--- config.mk ---
export PLATFORM = sky130hd
export DESIGN_NAME = key_accumulator_flat
export DESIGN_NICKNAME = d
export VERILOG_FILES = /design/src/rtl/key_accumulator_if.sv /design/src/rtl/key_accumulator.sv /design/src/flat_wrapper.sv
export SDC_FILE = /design/constraint.sdc
export NUM_CORES = 1
export LEC_CHECK = 0
export BUFFER_PORTS_ARGS = -buffer_cell sky130_fd_sc_hd__buf_2
export CORE_ASPECT_RATIO = 1.25
export CORE_UTILIZATION = 55
export CTS_CLUSTER_DIAMETER = 80
export DETAILED_ROUTE_END_ITERATION = 10
export PLACE_DENSITY_LB_ADDON = 0.3
export SYNTH_ARGS = -nofsm -noshare
export SYNTH_HDL_FRONTEND = slang
export SYNTH_SLANG_ARGS = --single-unit
--- constraint.sdc ---
create_clock -name clk -period 2.8 [get_ports clk]
set_input_delay 0.56 -clock clk [delete_from_list [all_inputs] [get_ports clk]]
set_output_delay 0.56 -clock clk [all_outputs]
set_load 0.005 [all_outputs]
--- src/rtl/key_accumulator_if.sv ---
// Bus bundle for the key accumulator: switch/button inputs toward the
// block and the display/LED outputs back from it.
`timescale 1ns/1ps
interface key_accumulator_if;
  logic [7:0] sw;
  logic       key_add_n;
  logic       key_sub_n;
  logic       key_clr_n;
  logic [7:0] hex_in_A;
  logic [7:0] hex_in_S;
  logic       carry;
  logic       ovf;
  logic       busy;
  logic       dbg_state;

  // master: board side (drives switches/buttons, reads displays)
  modport master (
    output sw, key_add_n, key_sub_n, key_clr_n,
    input  hex_in_A, hex_in_S, carry, ovf, busy, dbg_state
  );

  // slave: the accumulator itself
  modport slave (
    input  sw, key_add_n, key_sub_n, key_clr_n,
    output hex_in_A, hex_in_S, carry, ovf, busy, dbg_state
  );
endinterface

--- src/rtl/key_accumulator.sv ---
// Key accumulator: synchronizes and debounces three active-low buttons,
// then adds/subtracts/clears an 8-bit switch operand into a running sum.
//
// Interaction model (no valid/ready here): an operation is accepted only in
// IDLE on a debounced press pulse; the block then raises busy and ignores
// every further press until all three buttons read released. Outputs are
// plain registers that hold their value between accepted operations.
// dbg_state exposes the FSM state (0 = IDLE, 1 = WAIT_REL).
`timescale 1ns/1ps
module key_accumulator #(
  parameter int DEBOUNCE_CYCLES = 500000,
  parameter int CNT_W           = 20
) (
  input logic           clk,
  input logic           rst,
  key_accumulator_if.slave bus
);

  localparam logic [CNT_W-1:0] CNT_LAST = CNT_W'(DEBOUNCE_CYCLES - 1);

  typedef enum logic {IDLE = 1'b0, WAIT_REL = 1'b1} state_t;

  // Key index: 0 = add, 1 = sub, 2 = clr (all active-high after inversion)
  logic [2:0]       raw;
  logic [2:0]       sync1, sync2;
  logic [2:0]       db;
  logic [CNT_W-1:0] cnt [3];
  logic [2:0]       flip;
  logic [2:0]       press;

  state_t state, state_next;
  logic   do_clr, do_add, do_sub;

  logic [7:0] a_q, s_q;
  logic       carry_q, ovf_q, busy_q;
  logic [8:0] sum9, dif9;

  assign raw = {~bus.key_clr_n, ~bus.key_sub_n, ~bus.key_add_n};

  // Two-flop synchronizer for each button
  always_ff @(posedge clk or posedge rst) begin
    if (rst) begin
      sync1 <= '0;
      sync2 <= '0;
    end else begin
      sync1 <= raw;
      sync2 <= sync1;
    end
  end

  // Flip and press detection: the level flips on the last differing count,
  // and a press pulse fires on the same edge for a released->pressed flip
  always_comb begin
    flip  = '0;
    press = '0;
    for (int i = 0; i < 3; i++) begin
      flip[i]  = (sync2[i] != db[i]) && (cnt[i] == CNT_LAST);
      press[i] = flip[i] && !db[i];
    end
  end

  // Debounce counters and debounced levels
  always_ff @(posedge clk or posedge rst) begin
    if (rst) begin
      db <= '0;
      for (int i = 0; i < 3; i++) cnt[i] <= '0;
    end else begin
      for (int i = 0; i < 3; i++) begin
        if (sync2[i] == db[i]) begin
          cnt[i] <= '0;
        end else if (flip[i]) begin
          cnt[i] <= '0;
          db[i]  <= sync2[i];
        end else begin
          cnt[i] <= cnt[i] + 1'b1;
        end
      end
    end
  end

  // FSM state register
  always_ff @(posedge clk or posedge rst) begin
    if (rst) state <= IDLE;
    else     state <= state_next;
  end

  // FSM next state: leave IDLE on any press, return once everything is released
  always_comb begin
    state_next = state;
    case (state)
      IDLE:     if (|press) state_next = WAIT_REL;
      WAIT_REL: if (db == 3'b000) state_next = IDLE;
      default:  state_next = IDLE;
    endcase
  end

  // FSM outputs: select the single operation, clr > add > sub
  always_comb begin
    do_clr = 1'b0;
    do_add = 1'b0;
    do_sub = 1'b0;
    if (state == IDLE) begin
      if (press[2])      do_clr = 1'b1;
      else if (press[0]) do_add = 1'b1;
      else if (press[1]) do_sub = 1'b1;
    end
  end

  // Arithmetic on the old sum; bit 8 is carry for add, borrow for subtract
  always_comb begin
    sum9 = {1'b0, s_q} + {1'b0, bus.sw};
    dif9 = {1'b0, s_q} - {1'b0, bus.sw};
  end

  // Operand, sum and flag registers
  always_ff @(posedge clk or posedge rst) begin
    if (rst) begin
      a_q     <= '0;
      s_q     <= '0;
      carry_q <= 1'b0;
      ovf_q   <= 1'b0;
    end else if (do_clr) begin
      a_q     <= '0;
      s_q     <= '0;
      carry_q <= 1'b0;
      ovf_q   <= 1'b0;
    end else if (do_add) begin
      a_q     <= bus.sw;
      s_q     <= sum9[7:0];
      carry_q <= sum9[8];
      ovf_q   <= (s_q[7] == bus.sw[7]) && (sum9[7] != s_q[7]);
    end else if (do_sub) begin
      a_q     <= bus.sw;
      s_q     <= dif9[7:0];
      carry_q <= dif9[8];
      ovf_q   <= (s_q[7] != bus.sw[7]) && (dif9[7] != s_q[7]);
    end
  end

  // Registered busy flag tracking the upcoming state
  always_ff @(posedge clk or posedge rst) begin
    if (rst) busy_q <= 1'b0;
    else     busy_q <= (state_next == WAIT_REL);
  end

  assign bus.hex_in_A  = a_q;
  assign bus.hex_in_S  = s_q;
  assign bus.carry     = carry_q;
  assign bus.ovf       = ovf_q;
  assign bus.busy      = busy_q;
  assign bus.dbg_state = state;

endmodule

--- src/flat_wrapper.sv ---
// flat-port wrapper written by rule: the top's interface ports become plain ports
module key_accumulator_flat 
#(
  parameter int DEBOUNCE_CYCLES = 500000,
  parameter int CNT_W           = 20
)
  (clk, rst, bus_sw, bus_key_add_n, bus_key_sub_n, bus_key_clr_n, bus_hex_in_A, bus_hex_in_S, bus_carry, bus_ovf, bus_busy, bus_dbg_state);
  key_accumulator_if bus_i ();
  input logic clk;
  input logic rst;
  input wire logic [$bits(bus_i.sw)-1:0] bus_sw;
  input wire logic [$bits(bus_i.key_add_n)-1:0] bus_key_add_n;
  input wire logic [$bits(bus_i.key_sub_n)-1:0] bus_key_sub_n;
  input wire logic [$bits(bus_i.key_clr_n)-1:0] bus_key_clr_n;
  output wire logic [$bits(bus_i.hex_in_A)-1:0] bus_hex_in_A;
  output wire logic [$bits(bus_i.hex_in_S)-1:0] bus_hex_in_S;
  output wire logic [$bits(bus_i.carry)-1:0] bus_carry;
  output wire logic [$bits(bus_i.ovf)-1:0] bus_ovf;
  output wire logic [$bits(bus_i.busy)-1:0] bus_busy;
  output wire logic [$bits(bus_i.dbg_state)-1:0] bus_dbg_state;
  assign bus_i.sw = bus_sw;
  assign bus_i.key_add_n = bus_key_add_n;
  assign bus_i.key_sub_n = bus_key_sub_n;
  assign bus_i.key_clr_n = bus_key_clr_n;
  assign bus_hex_in_A = bus_i.hex_in_A;
  assign bus_hex_in_S = bus_i.hex_in_S;
  assign bus_carry = bus_i.carry;
  assign bus_ovf = bus_i.ovf;
  assign bus_busy = bus_i.busy;
  assign bus_dbg_state = bus_i.dbg_state;
  key_accumulator #(.DEBOUNCE_CYCLES(DEBOUNCE_CYCLES), .CNT_W(CNT_W)) u_core (.clk(clk), .rst(rst), .bus(bus_i));
endmodule
==> impl_metrics.prom, run 1 <==
# TYPE chip_impl_metric gauge
chip_impl_info{name="status",value="finished, final reports clean"} 1
chip_impl_metric{name="post_route_cells_drive_above_1_share",unit=""} 0.1465
chip_impl_metric{name="syn-instance-count",unit=""} 497
chip_impl_metric{name="synth_area",unit="mm²"} 0.004755
chip_impl_metric{name="rr_worst_depth",unit=""} 6
chip_impl_info{name="critical_path.reg2reg.startpoint",value="u_core.cnt[12]"} 1
chip_impl_metric{name="critPathRequiredTime",unit="ns"} 3.10
chip_impl_metric{name="met2_length",unit="mm"} 4.811
chip_impl_info{name="synth_top_flop_cell",value="dfrtp_1"} 1
chip_impl_info{name="cts.root.buffer_cell",value="clkbuf_8"} 1
chip_impl_metric{name="layout.core_utilization",unit=""} 0.6432
chip_impl_metric{name="grt.total_usage",unit=""} 0.2363
chip_impl_info{name="path_delay_family",value="simple AND/OR/NAND/NOR gates"} 1
chip_impl_info{name="topRoutingLayerUsed",value="met4"} 1
chip_impl_metric{name="route.layer.met1.wl",unit="mm"} 4.402
chip_impl_metric{name="antenna_left",unit=""} 0
chip_impl_info{name="hold_path.class",value="in -> async"} 1
chip_impl_info{name="critical_path_class",value="reg -> reg"} 1
chip_impl_metric{name="portBuffers",unit=""} 32
chip_impl_metric{name="largest_net_degree_at_the_start_of_global_routing",unit=""} 35
chip_impl_metric{name="post_synthesis_async_set_or_reset_flop_share",unit=""} 1.000
chip_impl_info{name="rr_endpoint",value="u_core.bus.ovf"} 1
chip_impl_metric{name="ys_seq_area_frac",unit=""} 0.4632
chip_impl_metric{name="finalSetupViolCount",unit=""} 0
chip_impl_metric{name="final.setup.tns",unit="ns"} 0
chip_impl_metric{name="initial_core_util",unit=""} 0.5738
chip_impl_metric{name="syn_area_per_cell",unit="µm²"} 9.567
chip_impl_metric{name="clock_tree.htree_level_count",unit=""} 3
chip_impl_metric{name="route.final.wire_length",unit="mm"} 9.744
chip_impl_metric{name="max-vdd-ir-drop",unit="mV"} 0.3894
chip_impl_metric{name="floorplan.die.width",unit="µm"} 85.16
chip_impl_metric{name="powerDensity",unit="mW/mm²"} 425.3
chip_impl_metric{name="globalRoute.totalOverflow",unit=""} 0
chip_impl_metric{name="clkTransAtPathRegs",unit="ns"} 0.09
chip_impl_metric{name="critPathMaxFanout",unit=""} 7
chip_impl_metric{name="cp.buffers_inverters",unit=""} 0
chip_impl_metric{name="diodes",unit=""} 0
chip_impl_metric{name="relSlewSlack",unit=""} 0.5674
chip_impl_metric{name="iteration_0_drc_markers",unit=""} 153
chip_impl_metric{name="grt_first_pass_wirelength",unit="mm"} 16.62
chip_impl_metric{name="cts_hold_repair.buffers",unit=""} 0
chip_impl_metric{name="finalClockSkew",unit="ns"} 0.009049
chip_impl_metric{name="clock_latency",unit="ns"} 0.37
chip_impl_metric{name="die-area",unit="mm²"} 0.009023
chip_impl_metric{name="dpl.hpwl",unit="mm"} 7.008
chip_impl_metric{name="drv.max_cap_violation_count",unit=""} 0
chip_impl_metric{name="core",unit="mm²"} 0.008287
chip_impl_info{name="crit_path_end_kind",value="flip-flop"} 1
chip_impl_metric{name="crit_arrival",unit="ns"} 2.94
chip_impl_info{name="timing.critical_path.from_type",value="flip-flop"} 1
chip_impl_metric{name="syn_nets",unit=""} 531
chip_impl_metric{name="min_period_over_period",unit=""} 0.9430
chip_impl_metric{name="instance_count_on_the_critical_path",unit=""} 6
chip_impl_metric{name="clockBufferDepth",unit=""} 2
chip_impl_metric{name="placed_cell_area",unit="mm²"} 0.005149
chip_impl_metric{name="antenna_found_initial",unit=""} 0
chip_impl_metric{name="numClockSinks",unit=""} 88
chip_impl_metric{name="total_non_filler_cell_area_in_the_finished_layout",unit="mm²"} 0.005330
chip_impl_metric{name="number_of_enable_flip_flop_cells_after_synthesis",unit=""} 0
chip_impl_metric{name="drc",unit=""} 0
chip_impl_metric{name="critPathMaxStageDelay",unit="ns"} 0.57
chip_impl_metric{name="fp.dieH",unit="µm"} 106.0
chip_impl_metric{name="totalPowerFinal",unit="µW"} 2267
chip_impl_metric{name="gp_routability_congestion",unit=""} 0.8848
chip_impl_metric{name="fin_crit",unit="ns"} 2.640
chip_impl_metric{name="synth.distinct_cells",unit=""} 46
chip_impl_metric{name="design.portCount",unit=""} 33
chip_impl_metric{name="synth.yosys.warnings",unit=""} 0
chip_impl_metric{name="nets",unit=""} 583
chip_impl_info{name="tritoncts",value="yes"} 1
chip_impl_metric{name="hold_viol",unit=""} 0
chip_impl_info{name="timing.critical_path.slowest_stage_cell",value="or4b_4"} 1
chip_impl_metric{name="grt_pass1_vias",unit=""} 3580
chip_impl_metric{name="num-fill-cells",unit=""} 708
chip_impl_metric{name="finalMaxSlewViolations",unit=""} 0
chip_impl_metric{name="ys_seq_elements",unit=""} 88
chip_impl_metric{name="number_of_standard_cell_rows_in_the_floorplan",unit=""} 37
chip_impl_metric{name="drt_pass1_iterations",unit=""} 4
chip_impl_info{name="grt_setup_unrepaired",value="no"} 1
chip_impl_metric{name="cts_setup_buffers",unit=""} 0
chip_impl_metric{name="met3_length",unit="µm"} 231
chip_impl_metric{name="rrSetupSlack",unit="ns"} 0.16
chip_impl_metric{name="tightest_slew",unit="ns"} 0.6430
chip_impl_metric{name="cts_inserted_buffers",unit=""} 9
chip_impl_metric{name="number_of_vias_after_detailed_routing",unit=""} 3692
chip_impl_metric{name="static_leakage",unit="µW"} 0.002408
chip_impl_metric{name="timing.fmax",unit="MHz"} 378.7
chip_impl_metric{name="flow.area_growth_from_synthesis",unit="%"} 12.11
chip_impl_metric{name="detail_route.vias_per_cell",unit=""} 5.680
chip_impl_metric{name="hold-worst-slack",unit="ns"} 0.1699
chip_impl_info{name="critical_path_cell_by_cell",value="or4b_1 -> or4b_4 -> o31ai_4 -> o21ai_0 -> mux4_2 -> o21ai_2"} 1
chip_impl_metric{name="wl_per_cell",unit="µm"} 14.99
what timing repair did:
| item | in CTS | in global routing |
|---|---|---|
| setup endpoints to repair | 0 | 1 |
| endpoints found under the hold margin | 0 | 0 |
| resized for setup | 0 | 1 |
cell families (layout without fill, tap and decap cells):
| group | count (synthesis) | in the layout | share of synthesized area |
|---|---|---|---|
| xor gates and xnor gates | 60 | 60 | 0.1105 |
| DFF | 88 | 88 | 0.4632 |
| buffers and inverters | 36 | 92 | 0.03184 |
| adders and majority gates | 21 | 21 | 0.05842 |
| and+or+nand+nor | 234 | 234 | 0.2397 |
| AOI/OAI and AO/OA | 53 | 53 | 0.08316 |
| muxes | 5 | 5 | 0.01316 |
area by class of cell:
class	instances	area (µm²)	share of cell area
clock buffer	11	151.4	0.02840
clock inverter	4	28.78	0.005399
inverter	24	93.84	0.01761
multi-input combinational	373	2402	0.4507
sequential	88	2202	0.4131
tap	97	121.4	0.02277
timing repair buffer	53	330.3	0.06197
report_power, final:
part | switching [µW] | leakage, µW | internal (µW) | total [µW]
Clock | 456 | 0.0000878 | 367 | 824
Sequential | 12.8 | 0.00114 | 1280 | 1300
Combinational | 89.7 | 0.00118 | 56.5 | 146
flip-flops by register name, summed over array words and instances, names as in the netlist:
signal and cells:
u_core.bus.carry 1, u_core.db 3, u_core.sync2 3, u_core.bus.dbg_state 1
u_core.bus.hex_in_A 8, u_core.bus.ovf 1, u_core.bus.hex_in_S 8, u_core.cnt 60
u_core.sync1 3
synth_stat cells, types with 2 or more instances:
| cell type | count | area (µm²) |
|---|---|---|
| and4_1 | 4 | 35.03 |
| xor2_1 | 33 | 289.0 |
| mux2i_1 | 4 | 40.04 |
| clkbuf_1 | 6 | 22.52 |
| nand4_1 | 22 | 137.6 |
| o31ai_1 | 10 | 75.07 |
| or2_2 | 6 | 37.54 |
| xnor2_1 | 27 | 236.5 |
| and3_1 | 10 | 62.56 |
| a21o_1 | 7 | 52.55 |
| nor2_1 | 85 | 319.1 |
| o21ai_0 | 9 | 45.04 |
| nor4b_1 | 5 | 43.79 |
| nand2b_1 | 3 | 18.77 |
| nand3_1 | 18 | 90.09 |
| a22o_1 | 3 | 26.28 |
| dfrtp_1 | 88 | 2202 |
| fa_1 | 2 | 40.04 |
| a21oi_1 | 6 | 30.03 |
| a221oi_1 | 2 | 17.52 |
| or3_1 | 6 | 37.54 |
| nor4_1 | 7 | 43.79 |
| inv_1 | 24 | 90.09 |
| nand3b_1 | 2 | 15.01 |
| nor3_1 | 8 | 40.04 |
| ha_1 | 19 | 237.7 |
| o211ai_1 | 2 | 15.01 |
| o21a_1 | 2 | 15.01 |
| nor2b_1 | 2 | 12.51 |
| buf_2 | 4 | 20.02 |
| or4_1 | 4 | 30.03 |
| a211o_1 | 5 | 43.79 |
| nand2_1 | 49 | 183.9 |
worst max path at each step:
stage	to	slack [ns]	from
global route	u_core.bus.carry	0.008	u_core.bus.hex_in_S[0]
finish	u_core.bus.ovf	0.16	u_core.cnt[12]
global placement	u_core.bus.ovf	0.05	bus_sw[1]
detailed placement	u_core.bus.ovf	-0.05	bus_sw[1]
CTS	u_core.bus.ovf	0.14	u_core.cnt[40]
floorplan	u_core.bus.hex_in_S[1]	0.21	u_core.cnt[7]
per-layer routing:
layer,GRT usage,up-vias
li1,-,1809
met1,0.2994,1793
met2,0.3929,65
met3,0.02873,25
met4,0.1308,0
met5,0,-
per-stage QoR:
stage	setup WS [ns]	cells
floorplan	0.2056	497
global placement	0.04716	635
detailed placement	-0.04860	635
CTS	0.1385	650
global route	0.008467	650
finish	0.1597	650
cell usage in the layout (no fill, tap or decap), drive strengths merged, types with 4 or more instances in the layout:
cell | synthesis | layout
o21ai | 10 | 10
nand2 | 49 | 49
a21o | 7 | 7
or4 | 4 | 4
a211o | 5 | 5
nor4b | 5 | 5
or2 | 6 | 6
o31ai | 11 | 11
and4 | 4 | 4
or3 | 6 | 6
nand3 | 18 | 18
and3 | 10 | 10
buf | 6 | 53
nor2 | 85 | 85
inv | 24 | 24
ha | 19 | 19
a21oi | 6 | 6
dfrtp | 88 | 88
mux2i | 4 | 4
xor2 | 33 | 33
nor4 | 7 | 7
clkbuf | 6 | 11
nor3 | 8 | 8
xnor2 | 27 | 27
nand4 | 22 | 22
worst register-to-register path: stages (launching register included):
cell and delay, ns:
dfrtp_1 0.42, or4b_1 0.48, or4b_4 0.57, o31ai_4 0.36
o21ai_0 0.13, mux4_2 0.49, o21ai_2 0.12
Note: power is estimated with default switching activity, not from simulation.
==> inputs of run 2 (changes only) <==
--- a/config.mk
+++ b/config.mk
@@ -7,7 +7,7 @@
 export LEC_CHECK = 0
 export BUFFER_PORTS_ARGS = -buffer_cell sky130_fd_sc_hd__buf_2
 export CORE_ASPECT_RATIO = 1.25
-export CORE_UTILIZATION = 55
+export CORE_UTILIZATION = 59
 export CTS_CLUSTER_DIAMETER = 80
 export DETAILED_ROUTE_END_ITERATION = 10
 export PLACE_DENSITY_LB_ADDON = 0.3
==> constraint.sdc (replaced) <==
create_clock -name clk -period 2.9 [get_ports clk]
set_input_delay 0.58 -clock clk [delete_from_list [all_inputs] [get_ports clk]]
set_output_delay 0.58 -clock clk [all_outputs]
set_load 0.005 [all_outputs]
==> run 2 against run 1 <==
Fmax shrank 2.2%. Worst hold slack improved by 0.10 ns. Power is 0.22% higher. Global-route usage grew 1.1 points. Non-clock buffer count shrank 13. Clock skew down 0.00061 ns. Combinational power decreased by 8%. Largest cell class unchanged. Largest power group unchanged.
==> impl_metrics.prom, run 2 (synthesis results as in run 1) <==
# TYPE chip_impl_metric gauge
chip_impl_metric{name="core",unit="mm²"} 0.007792
chip_impl_metric{name="finalClockSkew",unit="ns"} 0.008443
chip_impl_metric{name="fp.dieH",unit="µm"} 102.4
chip_impl_info{name="tritoncts",value="yes"} 1
chip_impl_metric{name="antenna_left",unit=""} 0
chip_impl_metric{name="grt.total_usage",unit=""} 0.2469
chip_impl_metric{name="tightest_slew",unit="ns"} 0.6644
chip_impl_metric{name="dpl_worst_slack",unit="ns"} -0.004834
chip_impl_metric{name="cp.buffers_inverters",unit=""} 0
chip_impl_metric{name="max-vdd-ir-drop",unit="mV"} 0.3428
chip_impl_metric{name="wl_per_cell",unit="µm"} 15.00
chip_impl_metric{name="clock_tree.htree_level_count",unit=""} 3
chip_impl_metric{name="min_period_over_period",unit=""} 0.9312
chip_impl_info{name="layout.cells.most_common",value="dfrtp_1"} 1
chip_impl_metric{name="relSlewSlack",unit=""} 0.5530
chip_impl_metric{name="dpl.hpwl",unit="mm"} 6.719
chip_impl_metric{name="critPathMaxStageDelay",unit="ns"} 0.57
chip_impl_metric{name="finalSetupViolCount",unit=""} 0
chip_impl_metric{name="detail_route.vias_per_cell",unit=""} 5.700
chip_impl_metric{name="cts_setup_buffers",unit=""} 0
chip_impl_metric{name="flow.area_growth_from_synthesis",unit="%"} 10.37
chip_impl_metric{name="hold_viol",unit=""} 0
chip_impl_metric{name="clockBufferDepth",unit=""} 2
chip_impl_info{name="registers.top_by_ff_count",value="u_core.cnt"} 1
chip_impl_metric{name="critPathMaxFanout",unit=""} 7
chip_impl_metric{name="clock_latency",unit="ns"} 0.37
chip_impl_metric{name="totalPowerFinal",unit="µW"} 2272
chip_impl_metric{name="layoutNonFillerInstCount",unit=""} 636
chip_impl_metric{name="drt_pass1_iterations",unit=""} 4
chip_impl_info{name="status",value="finished, final reports clean"} 1
chip_impl_info{name="cts.root.buffer_cell",value="clkbuf_8"} 1
chip_impl_metric{name="timing.fmax",unit="MHz"} 370.3
chip_impl_metric{name="route.final.wire_length",unit="mm"} 9.537
chip_impl_metric{name="design.portCount",unit=""} 33
chip_impl_metric{name="largest_net_degree_at_the_start_of_global_routing",unit=""} 51
chip_impl_info{name="crit_path_end_kind",value="flip-flop"} 1
chip_impl_info{name="timing.critical_path.from_type",value="flip-flop"} 1
chip_impl_metric{name="num-fill-cells",unit=""} 632
chip_impl_metric{name="diodes",unit=""} 0
chip_impl_metric{name="portBuffers",unit=""} 32
chip_impl_metric{name="initial_core_util",unit=""} 0.6101
chip_impl_metric{name="nets",unit=""} 570
chip_impl_metric{name="critPathRequiredTime",unit="ns"} 3.21
chip_impl_metric{name="cts_inserted_buffers",unit=""} 9
chip_impl_metric{name="static_leakage",unit="µW"} 0.002364
chip_impl_metric{name="fin_crit",unit="ns"} 2.700
chip_impl_info{name="timing.critical_path.slowest_stage_cell",value="or4b_4"} 1
chip_impl_metric{name="grt_pass1_vias",unit=""} 3551
chip_impl_metric{name="dp_cells",unit=""} 620
chip_impl_metric{name="number_of_standard_cell_rows_in_the_floorplan",unit=""} 36
chip_impl_metric{name="max_reg_flops",unit=""} 60
chip_impl_metric{name="drc",unit=""} 0
chip_impl_info{name="critical_path_cell_by_cell",value="or4b_1 -> or4b_4 -> o31ai_4 -> o21ai_0 -> mux4_2 -> o21ai_2"} 1
chip_impl_metric{name="drv.max_cap_violation_count",unit=""} 0
chip_impl_metric{name="iteration_0_drc_markers",unit=""} 191
chip_impl_info{name="commonest_cells_after_routing_fill_and_taps_aside",value="dfrtp_1 (88), nor2_1 (85), nand2_1 (49), xor2_1 (33), buf_2 (32)"} 1
chip_impl_info{name="path_delay_family",value="simple AND/OR/NAND/NOR gates"} 1
chip_impl_metric{name="post_route_cells_drive_above_1_share",unit=""} 0.1257
chip_impl_metric{name="globalRoute.totalOverflow",unit=""} 0
chip_impl_metric{name="clkTransAtPathRegs",unit="ns"} 0.09
chip_impl_info{name="hold_path.class",value="in -> async"} 1
chip_impl_metric{name="cts_hold_repair.buffers",unit=""} 0
chip_impl_metric{name="postLayoutSetupSlackWorst",unit="ns"} 0.1996
chip_impl_metric{name="cts.repair.resized",unit=""} 0
chip_impl_metric{name="grt_first_pass_wirelength",unit="mm"} 15.87
chip_impl_metric{name="finalMaxSlewViolations",unit=""} 0
chip_impl_metric{name="number_of_vias_after_detailed_routing",unit=""} 3625
chip_impl_metric{name="die-area",unit="mm²"} 0.008424
chip_impl_metric{name="crit_arrival",unit="ns"} 3.01
chip_impl_info{name="critical_path_class",value="reg -> reg"} 1
chip_impl_metric{name="numClockSinks",unit=""} 88
chip_impl_metric{name="gp_routability_congestion",unit=""} 0.9087
chip_impl_metric{name="hold-worst-slack",unit="ns"} 0.2701
chip_impl_metric{name="antenna_found_initial",unit=""} 0
chip_impl_info{name="grt_setup_unrepaired",value="no"} 1
chip_impl_metric{name="layout.core_utilization",unit=""} 0.6734
chip_impl_metric{name="floorplan.die.width",unit="µm"} 82.29
chip_impl_metric{name="powerDensity",unit="mW/mm²"} 433.0
-- run 2: changes by cell type in the layout (fill, tap and decap cells not counted), sizes merged --
cell,before,now
clkinv,1,4
clkinvlp,3,0
buf,53,40
bufinv,0,1
clkbuf,11,9
inv,24,26
-- run 2: metrics by stage --
| stage | instance area (µm²) | setup TNS [ns] |
|---|---|---|
| global placement | 5046 | 0 |
| finish | 5248 | 0 |
| CTS | 5248 | 0 |
| floorplan | 4755 | 0 |
| global route | 5248 | 0 |
| detailed placement | 5046 | -0.004834 |
-- run 2: area by class of cell --
type                            instances  area (µm²)  share of cell area
Tap cell                               95       118.9             0.02265
Inverter                               24       91.34             0.01741
Timing Repair Buffer                   40       232.7             0.04435
Clock inverter                          7       77.57             0.01478
Multi-Input combinational cell        373        2401              0.4576
Sequential cell                        88        2202              0.4196
Clock buffer                            9       123.9             0.02361
-- run 2: power by group --
part,switching [µW],internal [µW],leakage [µW]
Sequential,12.5,1240,0.00114
Combinational,84.8,48.8,0.00112
Clock,477,409,0.000106
Total,574,1700,0.00236
-- run 2: path summary, 6_finish.rpt --
kind	slack, ns	startpoint	cells after the start	end
max	0.20	u_core.cnt[7]	6	u_core.bus.ovf
min	0.27	rst	2	u_core.cnt[22]
max reg2reg	0.20	u_core.cnt[7]	6	u_core.bus.ovf
min reg2reg	0.36	u_core.sync1[0]	0	u_core.sync2[0]
max in group asynchronous	1.95	rst	3	u_core.cnt[53]
min in group clk	0.34	bus_key_add_n	2	u_core.sync1[0]
-- run 2: routing by layer --
| metal | vias up | track usage | part of all wire |
|---|---|---|---|
| li1 | 1789 | - | - |
| met1 | 1761 | 0.3145 | 0.45 |
| met2 | 61 | 0.4145 | 0.50 |
| met3 | 14 | 0.04375 | 0.030 |
| met4 | 0 | 0.09312 | 0.018 |
| met5 | - | 0 | 0 |
